$ cat src/rtl/traffic_pkg.sv
// Shared definitions for the traffic light controller front end:
// channel indices, default timing parameters and a counter width helper.
package traffic_pkg;

   localparam int unsigned CH_SENSOR = 0;
   localparam int unsigned CH_WALK   = 1;
   localparam int unsigned CH_PROG   = 2;
   localparam int unsigned CH_RESET  = 3;

   localparam int unsigned DEF_N_CH         = 4;
   localparam int unsigned DEF_TICK_DIV     = 1000;
   localparam int unsigned DEF_STABLE_COUNT = 8;
   localparam int unsigned DEF_HOLD_COUNT   = 200;

   // Bits needed to count 0..n-1, never less than one bit.
   function automatic int unsigned width_of(input int unsigned n);
      return (n <= 1) ? 1 : $clog2(n);
   endfunction

endpackage

$ cat src/rtl/input_conditioner_debounce_channel.sv
// debounce_channel: two-flop synchronizer, tick-driven stability counter,
// registered level with one-cycle rise/fall pulses.
// Optional sustained-press detector enabled by INPUT_CONDITIONER_LONG_PRESS_EN.
module debounce_channel
   import traffic_pkg::*;
#(
   parameter int unsigned STABLE_COUNT = DEF_STABLE_COUNT
`ifdef INPUT_CONDITIONER_LONG_PRESS_EN
   , parameter int unsigned HOLD_COUNT = DEF_HOLD_COUNT
`endif
) (
   input  logic clk,
   input  logic reset,
   input  logic tick,
   input  logic raw_in,
   output logic level_out,
   output logic rise_pulse,
   output logic fall_pulse,
   output logic long_press
);

   localparam int unsigned CW = width_of(STABLE_COUNT);
   localparam logic [CW-1:0] CNT_LAST = CW'(STABLE_COUNT - 1);

   logic          s1_q, s1_d;
   logic          s2_q, s2_d;
   logic [CW-1:0] cnt_q, cnt_d;
   logic          level_q, level_d;
   logic          rise_q, rise_d;
   logic          fall_q, fall_d;

   // Synchronize, then accept a new level only after STABLE_COUNT differing ticks.
   always_comb begin
      s1_d    = raw_in;
      s2_d    = s1_q;
      cnt_d   = cnt_q;
      level_d = level_q;
      rise_d  = 1'b0;
      fall_d  = 1'b0;
      if (tick) begin
         if (s2_q == level_q) begin
            cnt_d = '0;
         end else if (cnt_q == CNT_LAST) begin
            cnt_d   = '0;
            level_d = s2_q;
            rise_d  = s2_q;
            fall_d  = ~s2_q;
         end else begin
            cnt_d = cnt_q + CW'(1);
         end
      end
   end

   // Debounce state registers with synchronous active-low reset.
   always_ff @(posedge clk) begin
      if (!reset) begin
         s1_q    <= 1'b0;
         s2_q    <= 1'b0;
         cnt_q   <= '0;
         level_q <= 1'b0;
         rise_q  <= 1'b0;
         fall_q  <= 1'b0;
      end else begin
         s1_q    <= s1_d;
         s2_q    <= s2_d;
         cnt_q   <= cnt_d;
         level_q <= level_d;
         rise_q  <= rise_d;
         fall_q  <= fall_d;
      end
   end

   assign level_out  = level_q;
   assign rise_pulse = rise_q;
   assign fall_pulse = fall_q;

`ifdef INPUT_CONDITIONER_LONG_PRESS_EN
   // Counter parks at HOLD_COUNT, one past the firing value, so each press fires once.
   localparam int unsigned HW = width_of(HOLD_COUNT + 1);

   logic [HW-1:0] hold_q, hold_d;
   logic          long_q, long_d;

   // Count ticks while the debounced level is high; fire on the HOLD_COUNT-th.
   always_comb begin
      hold_d = hold_q;
      long_d = 1'b0;
      if (!level_q) begin
         hold_d = '0;
      end else if (tick && (hold_q != HW'(HOLD_COUNT))) begin
         hold_d = hold_q + HW'(1);
         long_d = (hold_q == HW'(HOLD_COUNT - 1));
      end
   end

   // Hold counter and long-press pulse registers.
   always_ff @(posedge clk) begin
      if (!reset) begin
         hold_q <= '0;
         long_q <= 1'b0;
      end else begin
         hold_q <= hold_d;
         long_q <= long_d;
      end
   end

   assign long_press = long_q;
`else
   assign long_press = 1'b0;
`endif

endmodule

$ cat src/rtl/input_conditioner.sv
// input_conditioner: debounces N_CH raw board inputs into clean levels and
// one-cycle edge pulses, using a single shared sample-tick prescaler.
// Macro INPUT_CONDITIONER_LONG_PRESS_EN enables per-channel long_press.
module input_conditioner
   import traffic_pkg::*;
#(
   parameter int unsigned N_CH         = DEF_N_CH,
   parameter int unsigned TICK_DIV     = DEF_TICK_DIV,
   parameter int unsigned STABLE_COUNT = DEF_STABLE_COUNT
`ifdef INPUT_CONDITIONER_LONG_PRESS_EN
   , parameter int unsigned HOLD_COUNT = DEF_HOLD_COUNT
`endif
) (
   input  logic            clk,
   input  logic            reset,
   input  logic [N_CH-1:0] raw_in,
   output logic [N_CH-1:0] level_out,
   output logic [N_CH-1:0] rise_pulse,
   output logic [N_CH-1:0] fall_pulse,
   output logic [N_CH-1:0] long_press
);

   localparam int unsigned TW = width_of(TICK_DIV);

   logic [TW-1:0] tick_cnt_q, tick_cnt_d;
   logic          tick;

   // Tick on the last count of each TICK_DIV period, then wrap.
   always_comb begin
      tick       = (tick_cnt_q == TW'(TICK_DIV - 1));
      tick_cnt_d = tick ? '0 : tick_cnt_q + TW'(1);
   end

   // Prescaler register.
   always_ff @(posedge clk) begin
      if (!reset) begin
         tick_cnt_q <= '0;
      end else begin
         tick_cnt_q <= tick_cnt_d;
      end
   end

   for (genvar i = 0; i < N_CH; i++) begin : g_ch
      debounce_channel #(
         .STABLE_COUNT (STABLE_COUNT)
`ifdef INPUT_CONDITIONER_LONG_PRESS_EN
         , .HOLD_COUNT (HOLD_COUNT)
`endif
      ) u_ch (
         .clk        (clk),
         .reset      (reset),
         .tick       (tick),
         .raw_in     (raw_in[i]),
         .level_out  (level_out[i]),
         .rise_pulse (rise_pulse[i]),
         .fall_pulse (fall_pulse[i]),
         .long_press (long_press[i])
      );
   end

endmodule
$ cat config.mk
export PLATFORM = sky130hd
export DESIGN_NAME = input_conditioner
export DESIGN_NICKNAME = d
export VERILOG_FILES = /design/src/rtl/traffic_pkg.sv /design/src/rtl/input_conditioner_debounce_channel.sv /design/src/rtl/input_conditioner.sv
export SDC_FILE = /design/constraint.sdc
export NUM_CORES = 1
export LEC_CHECK = 0
export CORE_ASPECT_RATIO = 1.1
export CORE_MARGIN = 2
export CORE_UTILIZATION = 35
export CTS_CLUSTER_SIZE = 16
export DETAILED_ROUTE_END_ITERATION = 6
export PLACE_DENSITY = 0.6
export SLEW_MARGIN = 20
export SYNTH_ARGS = -nofsm -noshare
export SYNTH_HDL_FRONTEND = slang
export SYNTH_SLANG_ARGS = --single-unit
$ cat constraint.sdc
create_clock -name clk -period 1.8 [get_ports clk]
set_input_delay 0.18 -clock clk [delete_from_list [all_inputs] [get_ports clk]]
set_output_delay 0.18 -clock clk [all_outputs]
set_load 0.01 [all_outputs]
==> results of run 1 <==
-- registers in the layout, summed over array words and instances, names as in the netlist --
register	count
g_ch.u_ch.cnt_q	12
tick_cnt_q	10
g_ch.u_ch.fall_pulse	4
g_ch.u_ch.level_out	4
g_ch.u_ch.rise_pulse	4
g_ch.u_ch.s1_q	4
g_ch.u_ch.s2_q	4
-- stage by stage --
stage / util / cell area (µm²) / hold WS (ns) / power, mW
finish: 0.404 / 2150 / 0.439 / 1.59
global route: 0.404 / 2150 / 0.453 / 1.65
CTS: 0.404 / 2150 / 0.443 / 1.61
detailed placement: 0.389 / 2070 / 0.421 / 1.04
global placement: 0.389 / 2070 / 0.414 / 1.04
floorplan: - / 1920 / 0.307 / 1.02
-- routing by layer --
metal  part of all wire  GRT usage  up-vias
li1                   -          -      642
met1               0.48      0.148      594
met2               0.46      0.181       20
met3              0.034     0.0344        6
met4              0.023     0.0589        0
met5                  0          0        -
-- final cells by class --
type / instances / share of cell area
multi-input cells: 118 / 0.427
repair buffers: 21 / 0.0931
flip-flops and latches: 42 / 0.391
well taps: 75 / 0.0437
clock buffers: 5 / 0.0320
clock inverters: 2 / 0.00466
inverters: 5 / 0.00873
-- where the power goes --
group / leakage (nW) / internal, mW / switching, mW
registers: 0.341 / 0.942 / 0.0119
logic: 0.472 / 0.0296 / 0.0322
clock network: 0.0438 / 0.260 / 0.310
-- path summary, 6_finish.rpt --
kind                           startpoint                                 end  slack (ns)  cells after the start
max reg2reg      tick_cnt_q[0]$_SDFF_PP0_  g_ch[2].u_ch.cnt_q[0]$_SDFFE_PN0N_        0.24                      4
max              tick_cnt_q[0]$_SDFF_PP0_  g_ch[2].u_ch.cnt_q[0]$_SDFFE_PN0N_        0.24                      4
min          g_ch[2].u_ch.s1_q$_SDFF_PN0_        g_ch[2].u_ch.s2_q$_SDFF_PN0_        0.44                      1
min reg2reg  g_ch[2].u_ch.s1_q$_SDFF_PN0_        g_ch[2].u_ch.s2_q$_SDFF_PN0_        0.44                      1
-- placed cells by master, fill, tap and decap left out, drive strengths merged, types with 3 or more instances in the layout --
master / instances
a21oi: 4
a22o: 8
and2: 11
and3: 4
buf: 4
clkbuf: 5
clkdlybuf4s50: 17
conb: 4
dfxtp: 42
ha: 9
inv: 5
mux2i: 7
nand2: 14
nand3: 6
nand4: 6
nor2: 9
nor4: 5
o21ai: 4
or3: 4
xnor2: 4
xor2: 3
-- synth_stat cells, types with 3 or more instances --
| master | n | area, µm² |
|---|---|---|
| nand4_1 | 5 | 31.3 |
| ha_1 | 9 | 113 |
| and2_1 | 10 | 62.6 |
| and3_1 | 4 | 25.0 |
| a21oi_1 | 4 | 20.0 |
| or3_1 | 4 | 25.0 |
| buf_4 | 16 | 120 |
| nor2_1 | 9 | 33.8 |
| nor4_4 | 3 | 63.8 |
| xnor2_1 | 4 | 35.0 |
| nand2_1 | 13 | 48.8 |
| xor2_1 | 3 | 26.3 |
| buf_2 | 3 | 15.0 |
| o21ai_0 | 4 | 20.0 |
| dfxtp_1 | 42 | 841 |
| a22o_1 | 8 | 70.1 |
| nand3_1 | 6 | 30.0 |
| inv_1 | 5 | 18.8 |
| mux2i_1 | 7 | 70.1 |
-- kinds of logic after synthesis --
family,share of synthesized area
AOI/OAI and AO/OA,0.0898
buffers and inverters,0.0846
muxes,0.0367
adders and majority gates,0.0590
and+or+nand+nor,0.255
xor gates and xnor gates,0.0321
DFF,0.441
other,0.00197
==> impl_metrics.csv, run 1 <==
group,metric,value,unit
floorplan,die_area,6060,µm²
run,maxCapViolations,0,
route,drt_iter0_drc,20,
setup_path,critPathBufInv,0,
power_and_ir_drop,p_leak,0.856,nW
synth,yosysSeqAreaShare,0.441,
floorplan,ioPinCount,22,
sta,post-route-period-util,0.865,
clock_network,tritoncts,"yes",
clock_network,cts_hold_buf,0,
sta,setup_violations,0,
synth,synthFlopType,"dfxtp_1",
power_and_ir_drop,peakVddDrop,401,µV
route,drt-total-wl,3.13,mm
run_status,status,"finished, final reports clean",
grt,track_usage,0.117,
route,viasPerCell,4.71,
setup_path,crit_fanout,10,
floorplan,core,5330,µm²
placement,dp_hpwl,2.31,mm
setup_path,arrival,1.75,ns
setup_path,cp-start-kind,"register",
placement,place_inst,261,
clock_network,clk_latency,0.29,ns
setup_path,path_class,"reg -> reg",
setup_path,slowest_delay,0.37,ns
route,firstDrtPassIters,4,
sta,setup_ws,0.243,ns
grt,grt_max_degree,16,
setup_path,critPathCaptureType,"register",
sta,rsz0062_at_grt,"false",
sta,finalCriticalPeriod,1.56,ns
route,drtAntennaViolNets,0,
clock_network,cts_resized,0,
layout,antenna_cells,0,
sta,skew,0.00195,ns
synth,ys_async_sr_fraction,0,
floorplan,start_util,0.358,
setup_path,cp.required,1.99,ns
placement,pre_cts_ws,0.149,ns
route,routedWlPerCell,11.7,µm
clock_network,cts_buffers,5,
sta,slew_viol_final,0,
clock_network,cts_sinks,42,
layout,ff_latch_area,841,µm²
clock_network,clkTransAtPathRegs,0.08,ns
clock_network,cts_buffer_depth,2,
sta,fin_tns_setup,0,ns
clock_network,postCtsSetupBuffers,0,
setup_path,slowest_stage,"dfxtp_1",
layout,area_growth,12.7,%
synth,avgSynthCellArea,10.4,µm²
power_and_ir_drop,power_density,738,nW/µm²
synth,synth.distinct_cells,39,
floorplan,die_w,74.4,µm
clock_network,cts_max_level,2,
placement,place.gp.congestion,0.706,
sta,max_freq,642,MHz
synth,syn_area,1910,µm²
layout,final_cells,268,
grt,grt_pass1_wl,5.40,mm
hold_path,min_path_type,"reg -> reg",
placement,port_buffers,17,
synth,ys_warn_count,0,
setup_path,cpLargestDelayFamily,"compound AO/OA/AOI/OAI gates",
floorplan,die_h,81.4,µm
route,drc_errors,0,
grt,antenna_found_initial,0,
floorplan,rows,28,
route,vias,1262,
synth,ys_ff_latch,42,
layout,multi_input_area,917,µm²
layout,nFillCells,561,
clock_network,cts-root-buf,"clkbuf_8",
grt,grt_pass1_vias,1177,
grt,globalRouteOverflowTotal,0,
sta,hold_violations,0,
synth,netlist_instances,183,
layout,drive_above_1_share,0.119,
setup_path,crit_chain,"ha_1 -> and2_0 -> a31oi_4 -> a22o_1",
synth,synth_edf_count,0,
layout,nets,208,
Power figures use the tool's default switching activity.
==> run 2, diff against run 1 <==
--- a/config.mk
+++ b/config.mk
@@ -11,7 +11,6 @@
 export CTS_CLUSTER_SIZE = 16
 export DETAILED_ROUTE_END_ITERATION = 6
 export PLACE_DENSITY = 0.6
-export SLEW_MARGIN = 20
 export SYNTH_ARGS = -nofsm -noshare
 export SYNTH_HDL_FRONTEND = slang
 export SYNTH_SLANG_ARGS = --single-unit
==> results of run 2 <==
Same layout as run 1: the final DEF is identical, and so are final timing and power.
==> run 3, diff against run 2 <==
--- a/config.mk
+++ b/config.mk
@@ -6,7 +6,7 @@
 export NUM_CORES = 1
 export LEC_CHECK = 0
 export CORE_ASPECT_RATIO = 1.1
-export CORE_MARGIN = 2
+export CORE_MARGIN = 1
 export CORE_UTILIZATION = 35
 export CTS_CLUSTER_SIZE = 16
 export DETAILED_ROUTE_END_ITERATION = 6
==> impl_metrics.csv, run 3 (synthesized netlist as in run 1, its figures left out) <==
group,metric,value,unit
run_status,status,"finished, final reports clean",
setup_path,r2r-end,"g_ch[3].u_ch.fall_pulse$_SDFF_PP0_",
sta,skew,0.00680,ns
setup_path,critPathCaptureType,"register",
layout,drive_above_1_share,0.123,
sta,fin_tns_setup,0,ns
route,viasPerCell,4.67,
setup_path,r2r-start,"tick_cnt_q[0]$_SDFF_PP0_",
grt,track_usage,0.127,
route,firstDrtPassIters,4,
sta,worst_hold_slack,0.440,ns
power_and_ir_drop,power_density,801,nW/µm²
setup_path,path_class,"reg -> reg",
sta,setup_violations,0,
clock_network,cts_sinks,42,
sta,rsz0062_at_grt,"false",
hold_path,min_path_type,"reg -> reg",
power_and_ir_drop,peakVddDrop,357,µV
setup_path,rr_worst_depth,5,
route,drc_errors,0,
sta,setup_ws,0.209,ns
clock_network,cts_buffer_depth,2,
grt,globalRouteOverflowTotal,0,
grt,grt_max_degree,16,
floorplan,die_h,79.4,µm
setup_path,reg2reg_slack,0.21,ns
clock_network,clk_latency,0.29,ns
route,drtAntennaViolNets,0,
layout,area_growth,14.5,%
layout,regMostFlops,"g_ch.u_ch.cnt_q",
clock_network,tritoncts,"yes",
hold_path,hold_start,"g_ch[0].u_ch.s1_q$_SDFF_PN0_",
sta,max_freq,629,MHz
route,drt-total-wl,3.11,mm
setup_path,startpoint,"tick_cnt_q[0]$_SDFF_PP0_",
clock_network,cts_buffers,5,
grt,grt_pass1_wl,5.44,mm
layout,layout.cells.most_common_list,"42 x dfxtp_1, 17 x clkdlybuf4s50_1, 13 x nand2_1, 10 x and2_1",
sta,slew_viol_final,0,
sta,hold_violations,0,
setup_path,arrival,1.82,ns
placement,place.gp.congestion,0.750,
floorplan,rows,27,
layout,antenna_cells,0,
clock_network,cts-root-buf,"clkbuf_8",
setup_path,cp-start-kind,"register",
route,drt_iter0_drc,39,
setup_path,cp.required,2.03,ns
run,maxCapViolations,0,
clock_network,postCtsSetupBuffers,0,
placement,dp_hpwl,2.23,mm
sta,post-route-period-util,0.884,
power_and_ir_drop,p_leak,0.869,nW
setup_path,crit_fanout,6,
floorplan,die_w,72.4,µm
layout,largest_reg_flops,12,
route,routedWlPerCell,11.6,µm
setup_path,crit_end,"g_ch[3].u_ch.fall_pulse$_SDFF_PP0_",
floorplan,die_area,5750,µm²
layout,final_common_cell,"dfxtp_1",
clock_network,clkTransAtPathRegs,0.08,ns
sta,finalCriticalPeriod,1.59,ns
layout,nets,209,
clock_network,cts_max_level,2,
floorplan,start_util,0.372,
floorplan,core,5130,µm²
grt,grt_pass1_vias,1159,
placement,pre_cts_ws,0.150,ns
clock_network,cts_hold_buf,0,
grt,antenna_found_initial,0,
floorplan,ioPinCount,22,
route,vias,1248,
placement,port_buffers,17,
clock_network,cts_resized,0,
layout,largestRegisters,"g_ch.u_ch.cnt_q (12), tick_cnt_q (10)",
power_and_ir_drop,total_power,1.75,mW
## run 3: layout make-up
| type | instances | area (µm²) |
|---|---|---|
| sequential | 42 | 841 |
| fill | 539 | 2950 |
| multi-input combinational | 118 | 917 |
| clock buffer | 6 | 72.6 |
| tap | 72 | 90.1 |
| timing repair buffer | 22 | 208 |
| inverter | 5 | 18.8 |
| clock inverter | 2 | 37.5 |
## run 3: power by group
part	total [mW]	internal (mW)	switching (mW)
Combinational	0.0677	0.0318	0.0359
Clock	0.730	0.414	0.316
Sequential	0.952	0.942	0.00953
Total	1.75	1.39	0.362
## run 3: per-layer routing
layer  wire [µm]  global-route usage
met4          34              0.0529
met1        1470               0.155
met5           0                   0
met2        1440               0.196
met3         169              0.0505
## run 3: critical path, stage by stage, from the launching register on
cell and delay, ns:
dfxtp_1 0.37, ha_1 0.25, buf_4 0.15, nand2_2 0.15, nor4_4 0.40, nor3b_2 0.21
## run 3: stage by stage
stage / cell area (µm²) / utilization / instances
after floorplan: 1920 / - / 186
after global placement: 2070 / 0.404 / 259
after detailed placement: 2070 / 0.404 / 259
after CTS: 2180 / 0.425 / 267
after global routing: 2180 / 0.425 / 267
final: 2180 / 0.425 / 267
## run 3: worst min path at each step
| stage | endpoint | slack, ns | cells after the start |
|---|---|---|---|
| floorplan | g_ch[0].u_ch.s1_q$_SDFF_PN0_ | 0.31 | 1 |
| global placement | g_ch[1].u_ch.s2_q$_SDFF_PN0_ | 0.41 | 1 |
| detailed placement | g_ch[3].u_ch.s2_q$_SDFF_PN0_ | 0.42 | 1 |
| CTS | g_ch[3].u_ch.s2_q$_SDFF_PN0_ | 0.44 | 1 |
| global route | g_ch[3].u_ch.s2_q$_SDFF_PN0_ | 0.45 | 1 |
| finish | g_ch[0].u_ch.s2_q$_SDFF_PN0_ | 0.44 | 1 |
